File: config.mk
export PLATFORM = sky130hd
export DESIGN_NAME = mc_controller
export DESIGN_NICKNAME = d
export VERILOG_FILES = /design/src/rtl/mc_ctrl_pkg.sv /design/src/rtl/mc_alu_decode.sv /design/src/rtl/mc_controller.sv
export SDC_FILE = /design/constraint.sdc
export NUM_CORES = 1
export LEC_CHECK = 0
export CORE_MARGIN = 8
export CORE_UTILIZATION = 40
export CTS_CLUSTER_SIZE = 24
export DETAILED_ROUTE_END_ITERATION = 10
export PLACE_DENSITY = 0.86
export SLEW_MARGIN = 30
export SYNTH_ARGS = -nofsm -noshare
export SYNTH_HDL_FRONTEND = slang
export SYNTH_SLANG_ARGS = --single-unit
File: constraint.sdc
create_clock -name clk -period 2.1 [get_ports clk]
set_clock_uncertainty 0.05 [all_clocks]
set_input_delay 0.42 -clock clk [delete_from_list [all_inputs] [get_ports clk]]
set_output_delay 0.42 -clock clk [all_outputs]
set_load 0.02 [all_outputs]
File: src/rtl/mc_ctrl_pkg.sv
// -----------------------------------------------------------------------------
// mc_ctrl_pkg
// Shared definitions for the multicycle control unit of the 16-bit
// register-window CPU: FSM state encoding, opcode constants, RTYPE function
// bit positions, ALU_control encodings, sel_pc encodings and a decode-action
// enum used by the controller's DECODE step.
// -----------------------------------------------------------------------------
package mc_ctrl_pkg;

    typedef enum logic [2:0] {
        S_FETCH  = 3'd0,
        S_DECODE = 3'd1,
        S_EXEC   = 3'd2,
        S_MEM    = 3'd3,
        S_WB     = 3'd4,
        S_HALT   = 3'd5
    } state_t;

    // Opcodes (IR[15:12]); every other value is illegal.
    localparam logic [3:0] OP_LOAD   = 4'b0000;
    localparam logic [3:0] OP_STORE  = 4'b0001;
    localparam logic [3:0] OP_JUMP   = 4'b0010;
    localparam logic [3:0] OP_SETWIN = 4'b0011;
    localparam logic [3:0] OP_BRZ    = 4'b0100;
    localparam logic [3:0] OP_HALT   = 4'b0111;
    localparam logic [3:0] OP_RTYPE  = 4'b1000;
    localparam logic [3:0] OP_ADDI   = 4'b1100;
    localparam logic [3:0] OP_SUBI   = 4'b1101;
    localparam logic [3:0] OP_ANDI   = 4'b1110;
    localparam logic [3:0] OP_ORI    = 4'b1111;

    // RTYPE one-hot function bit positions (IR[7:0]).
    localparam int FN_MOVE = 0;
    localparam int FN_ADD  = 1;
    localparam int FN_SUB  = 2;
    localparam int FN_AND  = 3;
    localparam int FN_OR   = 4;
    localparam int FN_NOT  = 5;

    // ALU_control encodings.
    localparam logic [2:0] ALU_ADD    = 3'b000;
    localparam logic [2:0] ALU_SUB    = 3'b001;
    localparam logic [2:0] ALU_AND    = 3'b010;
    localparam logic [2:0] ALU_OR     = 3'b011;
    localparam logic [2:0] ALU_NOT    = 3'b100;
    localparam logic [2:0] ALU_PASS_B = 3'b101;

    // sel_pc encodings.
    localparam logic [1:0] SEL_PC_INC    = 2'd0;  // pc + 1
    localparam logic [1:0] SEL_PC_BRANCH = 2'd1;  // {pc[9:8], imm8}
    localparam logic [1:0] SEL_PC_JUMP   = 2'd2;  // IR[9:0]
    localparam logic [1:0] SEL_PC_ZERO   = 2'd3;  // 10'b0

    // What the DECODE step does with the instruction currently in IR.
    typedef enum logic [2:0] {
        ACT_NOP,     // retire in 2 cycles with pc+1
        ACT_JUMP,
        ACT_SETWIN,
        ACT_HALT,
        ACT_TRAP,    // illegal instruction halts (trap build only)
        ACT_MEM,     // LOAD / STORE
        ACT_EXEC     // BRZ, immediates, valid RTYPE
    } action_t;

    // True only for the six defined one-hot RTYPE functions.
    function automatic logic rtype_fn_valid(input logic [7:0] funct);
        return (funct != 8'h00) && ((funct & 8'hC0) == 8'h00) &&
               ((funct & (funct - 8'd1)) == 8'h00);
    endfunction

endpackage

File: src/rtl/mc_alu_decode.sv
// -----------------------------------------------------------------------------
// mc_alu_decode
// Combinational map from (opcode, function) to the ALU operation and the
// immediate-operand select. Shared by S_EXEC and S_WB so the ALU inputs stay
// stable while the register file writes the result.
// Ports:
//   opcode        in  4  IR[15:12]
//   funct         in  8  IR[7:0]
//   alu_control   out 3  ALU operation
//   sel_immediate out 1  ALU B = sign-extended imm8
// -----------------------------------------------------------------------------
module mc_alu_decode
    import mc_ctrl_pkg::*;
(
    input  logic [3:0] opcode,
    input  logic [7:0] funct,
    output logic [2:0] alu_control,
    output logic       sel_immediate
);

    // NOTE: every output gets a default before the case so no latch is inferred.
    always_comb begin
        alu_control   = ALU_ADD;
        sel_immediate = 1'b0;
        case (opcode)
            OP_ADDI: begin alu_control = ALU_ADD; sel_immediate = 1'b1; end
            OP_SUBI: begin alu_control = ALU_SUB; sel_immediate = 1'b1; end
            OP_ANDI: begin alu_control = ALU_AND; sel_immediate = 1'b1; end
            OP_ORI:  begin alu_control = ALU_OR;  sel_immediate = 1'b1; end
            OP_BRZ:  alu_control = ALU_PASS_B;
            OP_RTYPE: begin
                // Only reached with a valid one-hot function; priority order
                // is irrelevant then.
                if      (funct[FN_MOVE]) alu_control = ALU_PASS_B;
                else if (funct[FN_ADD])  alu_control = ALU_ADD;
                else if (funct[FN_SUB])  alu_control = ALU_SUB;
                else if (funct[FN_AND])  alu_control = ALU_AND;
                else if (funct[FN_OR])   alu_control = ALU_OR;
                else if (funct[FN_NOT])  alu_control = ALU_NOT;
            end
            default: ;
        endcase
    end

endmodule

File: src/rtl/mc_controller.sv
// -----------------------------------------------------------------------------
// mc_controller
// Multicycle control unit for the 16-bit register-window CPU datapath.
// FSM: S_FETCH -> S_DECODE -> {S_EXEC | S_MEM} -> S_WB -> S_FETCH, plus the
// absorbing S_HALT. Owns the architectural register window and halt state.
// Optional build macro: MC_CTRL_ILLEGAL_TRAP_EN -- illegal opcodes and bad
// RTYPE functions halt the CPU and raise illegal_op; otherwise they retire as
// 2-cycle NOPs and the illegal_op port does not exist.
// Ports:
//   clk                  in  1  system clock, rising edge
//   rst                  in  1  asynchronous, active-low reset
//   instruction_opcode   in  4  IR[15:12]
//   instruction_function in  8  IR[7:0]
//   ALU_zero             in  1  ALU result == 0
//   ir_en                out 1  IR load enable
//   pc_en                out 1  PC load enable (one pulse per retired instr)
//   sel_pc               out 2  PC source select
//   write_signal         out 1  register file write
//   sel_immediate        out 1  ALU B = sign-extended imm8
//   mem_read / mem_write out 1  data memory strobes
//   sel_write_data       out 1  0 = ALU result, 1 = mem_out
//   ALU_control          out 3  ALU operation
//   reg_window           out 2  current register window
//   halted               out 1  FSM in S_HALT
//   illegal_op           out 1  halt caused by trap (trap build only)
// -----------------------------------------------------------------------------
module mc_controller
    import mc_ctrl_pkg::*;
#(
    parameter logic [1:0] RESET_WINDOW = 2'b00
) (
    input  logic       clk,
    input  logic       rst,
    input  logic [3:0] instruction_opcode,
    input  logic [7:0] instruction_function,
    input  logic       ALU_zero,
    output logic       ir_en,
    output logic       pc_en,
    output logic [1:0] sel_pc,
    output logic       write_signal,
    output logic       sel_immediate,
    output logic       mem_read,
    output logic       mem_write,
    output logic       sel_write_data,
    output logic [2:0] ALU_control,
    output logic [1:0] reg_window,
    output logic       halted
`ifdef MC_CTRL_ILLEGAL_TRAP_EN
    ,
    output logic       illegal_op
`endif
);

    state_t     state, state_next;
    action_t    action;
    logic [2:0] alu_ctrl_dec;
    logic       sel_imm_dec;

    mc_alu_decode u_alu_decode (
        .opcode        (instruction_opcode),
        .funct         (instruction_function),
        .alu_control   (alu_ctrl_dec),
        .sel_immediate (sel_imm_dec)
    );

    // Classify the instruction held in IR (stable from DECODE to retirement).
    always_comb begin
        action = ACT_NOP;
        case (instruction_opcode)
            OP_JUMP:                           action = ACT_JUMP;
            OP_SETWIN:                         action = ACT_SETWIN;
            OP_HALT:                           action = ACT_HALT;
            OP_LOAD, OP_STORE:                 action = ACT_MEM;
            OP_BRZ, OP_ADDI, OP_SUBI,
            OP_ANDI, OP_ORI:                   action = ACT_EXEC;
            OP_RTYPE: begin
                if (rtype_fn_valid(instruction_function))
                    action = ACT_EXEC;
                else if (instruction_function == 8'h00)
                    action = ACT_NOP;
                else
`ifdef MC_CTRL_ILLEGAL_TRAP_EN
                    action = ACT_TRAP;
`else
                    action = ACT_NOP;
`endif
            end
            default:
`ifdef MC_CTRL_ILLEGAL_TRAP_EN
                action = ACT_TRAP;
`else
                action = ACT_NOP;
`endif
        endcase
    end

    // State register and architectural state. Reset mid-instruction simply
    // returns to S_FETCH; all strobes decode from state, so nothing fires.
    // NOTE: sequential state uses non-blocking assignments only.
    always_ff @(posedge clk or negedge rst) begin
        if (!rst) begin
            state      <= S_FETCH;
            reg_window <= RESET_WINDOW;
        end else begin
            state <= state_next;
            // The new window is visible from the next instruction's FETCH.
            if (state == S_DECODE && action == ACT_SETWIN)
                reg_window <= instruction_function[1:0];
        end
    end

`ifdef MC_CTRL_ILLEGAL_TRAP_EN
    // Sticky until reset; set on the same edge that enters S_HALT.
    always_ff @(posedge clk or negedge rst) begin
        if (!rst)
            illegal_op <= 1'b0;
        else if (state == S_DECODE && action == ACT_TRAP)
            illegal_op <= 1'b1;
    end
`endif

    // Next-state logic.
    always_comb begin
        state_next = state;
        case (state)
            S_FETCH: state_next = S_DECODE;
            S_DECODE: begin
                case (action)
                    ACT_JUMP, ACT_SETWIN, ACT_NOP: state_next = S_FETCH;
                    ACT_HALT, ACT_TRAP:            state_next = S_HALT;
                    ACT_MEM:                       state_next = S_MEM;
                    default:                       state_next = S_EXEC;
                endcase
            end
            S_EXEC:  state_next = (instruction_opcode == OP_BRZ) ? S_FETCH : S_WB;
            S_MEM:   state_next = (instruction_opcode == OP_STORE) ? S_FETCH : S_WB;
            S_WB:    state_next = S_FETCH;
            S_HALT:  state_next = S_HALT;
            default: state_next = S_FETCH;
        endcase
    end

    // Output decode.
    always_comb begin
        ir_en          = 1'b0;
        pc_en          = 1'b0;
        sel_pc         = SEL_PC_INC;
        write_signal   = 1'b0;
        sel_immediate  = 1'b0;
        mem_read       = 1'b0;
        mem_write      = 1'b0;
        sel_write_data = 1'b0;
        ALU_control    = ALU_ADD;
        halted         = 1'b0;
        case (state)
            S_FETCH: ir_en = 1'b1;
            S_DECODE: begin
                case (action)
                    ACT_JUMP: begin
                        pc_en  = 1'b1;
                        sel_pc = SEL_PC_JUMP;
                    end
                    ACT_SETWIN, ACT_NOP: pc_en = 1'b1;
                    default: ;
                endcase
            end
            S_EXEC: begin
                ALU_control   = alu_ctrl_dec;
                sel_immediate = sel_imm_dec;
                if (instruction_opcode == OP_BRZ) begin
                    // ALU_zero reflects PASS_B of this very cycle.
                    pc_en  = 1'b1;
                    sel_pc = ALU_zero ? SEL_PC_BRANCH : SEL_PC_INC;
                end
            end
            S_MEM: begin
                if (instruction_opcode == OP_STORE) begin
                    mem_write = 1'b1;
                    pc_en     = 1'b1;
                end else begin
                    mem_read = 1'b1;
                end
            end
            S_WB: begin
                ALU_control    = alu_ctrl_dec;
                sel_immediate  = sel_imm_dec;
                write_signal   = 1'b1;
                pc_en          = 1'b1;
                sel_write_data = (instruction_opcode == OP_LOAD);
            end
            S_HALT:  halted = 1'b1;
            default: ;
        endcase
    end

endmodule

==> results.yml <==
die:
  die_h_um: 55.9
  coreArea_sq_um: 1510
  start_util_pct: 42.3
  dieArea_sq_um: 3120
  pin_count: 30
  die_w_um: 55.9
  row_count: 14
sta:
  drv_slew: 0
  fmax_mhz: 463
  slew_headroom_pct: 83.5
  tightestPinTransition_ps: 246
  hold_viol_final: 0
  setup_viol: 1
  final.period_utilization_pct: 103
  setup_ws_ps: -57.7
  rsz0062_at_grt: "yes"
  fin_crit_ps: 2160
critical_path:
  worstPathRequired_ps: 1630
  cp-start-kind: "register"
  cp_cell_sequence: "or3b_4, a211oi_2, a31oi_1, o21ai_2, buf_6"
  cp_max_fo: 2
  max_stage_delay_ps: 400
  slowest_stage: "or3b_4"
  critPathTopFamily: "compound AO/OA/AOI/OAI gates"
  critPathKind: "reg -> out"
  end_kind: "primary output"
  path_buf_inv: 1
  worstPathArrival_ps: 1690
synth:
  yosys_warnings: 0
  seq_area_frac_synth_pct: 19.6
  synth-edff-count: 0
  syn_nets: 96
  async_reset_ff_share_pct: 100
  synth_seq_cells: 5
  yosys_most_used_dff: "dfrtp_1"
  synth_cell_types: 38
  syn_avg_cell_area_sq_um: 7.86
  syn_inst: 81
  synth.cell_area_sq_um: 637
grt:
  grt_usage_pct: 13.7
  grt_pass1_wl_mm: 3.67
  grt_pass1_vias: 820
  antenna_found_initial: 0
  grt_start_max_net_pins: 15
  grt_overflow: 0
cells_and_area:
  synthToLayoutAreaGrowth_pct: 77.2
  nFillCells: 127
  diodes: 0
  final_area_sq_um: 1130
  drive_above_1_share_pct: 42.7
  nNetsFinal: 147
routing:
  postRouteAntennaNets: 0
  first_iter_violations: 12
  drc_errors: 0
  vias: 824
  drtPass1Iterations: 4
  viasPerCell: 5.61
  post_drt_wl_per_cell_um: 15.8
  wl_mm: 2.32
hold_path:
  hold_path.class: "in -> async"
clocking:
  clkLatencyLatePin_ps: 240
  cts_root_buf: "clkbuf_4"
  cts_tree: "yes"
  clock_sinks: 5
  h-tree-depth: 1
  numCtsBuffers: 3
  cts_buffer_depth: 2
  clkTransAtPathRegs_ps: 40
power_and_ir_drop:
  internal-power_mw: 0.510
  comb_power_share_pct: 69.9
  power_per_cell_area_nw_per_um2: 819
  p_switching_mw: 0.414
  irDropWorstVdd_v: 0.000715
  leakage_nw: 0.538
  power_mw: 0.924
  seq_power_share_pct: 18.3
  power_switching_share_pct: 44.8
  pwr-share-clk_pct: 11.8
run:
  cap_viol_max_count: 0
placed_design:
  dpl-instance-area_sq_um: 1040
  portBuffers: 29
  gp_congestion: 0.846
  dp_hpwl_mm: 1.70
  dp_slack_ps: -729
outcome:
  violations: "negative setup slack"
  status: "finished with violations"
-- cells in the mapped netlist (2+ instances only) --
master / number / area, sq um
a211oi_1: 3 / 22.5
nor2_1: 4 / 15.0
o211ai_1: 2 / 15.0
buf_6: 5 / 56.3
nand2b_1: 5 / 31.3
nor3_1: 5 / 25.0
dfrtp_1: 5 / 125
o21ai_0: 5 / 25.0
and3_1: 4 / 25.0
mux2_1: 2 / 22.5
inv_1: 4 / 15.0
nand2_1: 6 / 22.5
a21oi_1: 5 / 25.0
nor2b_1: 2 / 12.5
-- worst reg2reg max path, cell delays in order (launching register included) --
cell      delay [ps]
dfrtp_1          390
or3b_4           400
a211oi_2         270
buf_4            150
buf_4            100
buf_4             90
o22ai_1           70
-- routing by layer --
layer  vias to the layer above  wire length [um]  GRT usage (%)
met5                         -                 0              0
li1                        408                 -              -
met4                         0                31           5.15
met3                         4               115           4.11
met2                        29              1250           24.4
met1                       383               924           14.8
-- kinds of logic after synthesis --
logic type             count (synthesis)  share of synthesized area [%]
AO/OA/AOI/OAI                         24                           26.5
flip-flops                             5                           19.6
multiplexers                           2                           3.54
buffers and inverters                 10                           12.4
AND/OR/NAND/NOR                       40                           37.9
-- metrics by stage --
stage | std cells | hold slack (ps) | TNS [ps] | utilization (%)
global placement | 141 | 438 | -5260 | 69.1
floorplan | 81 | 74.4 | 0 | -
finish | 147 | 355 | -57.7 | 74.9
global route | 147 | 364 | -137 | 74.9
detailed placement | 141 | 443 | -5510 | 69.1
CTS | 146 | 357 | 0 | 73.5
-- what timing repair did --
action                     CTS  global route
pin swaps                   11             8
gates resized for setup     70            16
setup endpoints to repair   12             5
hold buffers                 0             0
buffers inserted             1             1
-- layout make-up --
class	count	area, sq um	area share, %
repair buffers	52	448	39.7
inverters	4	15.0	1.33
multi-input cells	66	494	43.8
flip-flops and latches	5	125	11.1
clock buffers	4	26.3	2.33
well taps	16	20.0	1.77
-- cells in the final DEF, fill, tap and decap left out, drive strengths merged, types with 2 or more instances in the layout --
master and count:
o21ai 6, o211ai 2, nor3 6, nor2 5
a21oi 5, dfrtp 5, nand2b 5, a211oi 4
buf 29, and3 5, mux2 2, clkdlybuf4s15 9
nor2b 2, dlymetal6s2s 2, dlygate4sd2 4, inv 4
clkbuf 7, clkdlybuf4s50 5, nand2 6
-- power groups by stage --
stage | Sequential (mW) | Combinational (mW) | Clock (mW)
floorplan | 0.194 | 0.309 | 0
global placement | 0.167 | 0.600 | 0
detailed placement | 0.167 | 0.613 | 0
CTS | 0.167 | 0.611 | 0.113
global route | 0.173 | 0.698 | 0.120
finish | 0.169 | 0.646 | 0.109
-- worst paths after layout --
path	from	cells past startpoint	slack [ps]	endpoint
min in group clk	reg_window[0]$_DFFE_PN0P_	1	460	reg_window[0]$_DFFE_PN0P_
worst min register to register	reg_window[0]$_DFFE_PN0P_	1	460	reg_window[0]$_DFFE_PN0P_
max in group asynchronous	rst	1	1450	state[1]$_DFF_PN0_
worst min-delay path	rst	1	350	state[2]$_DFF_PN0_
worst max register to register	state[0]$_DFF_PN0_	6	450	state[2]$_DFF_PN0_
worst max-delay path	state[0]$_DFF_PN0_	5	-60	pc_en
-- state kept, by name, indices dropped and copies added (netlist names) --
register and cells:
state 3, reg_window 2
Power figures use the tool's default switching activity.
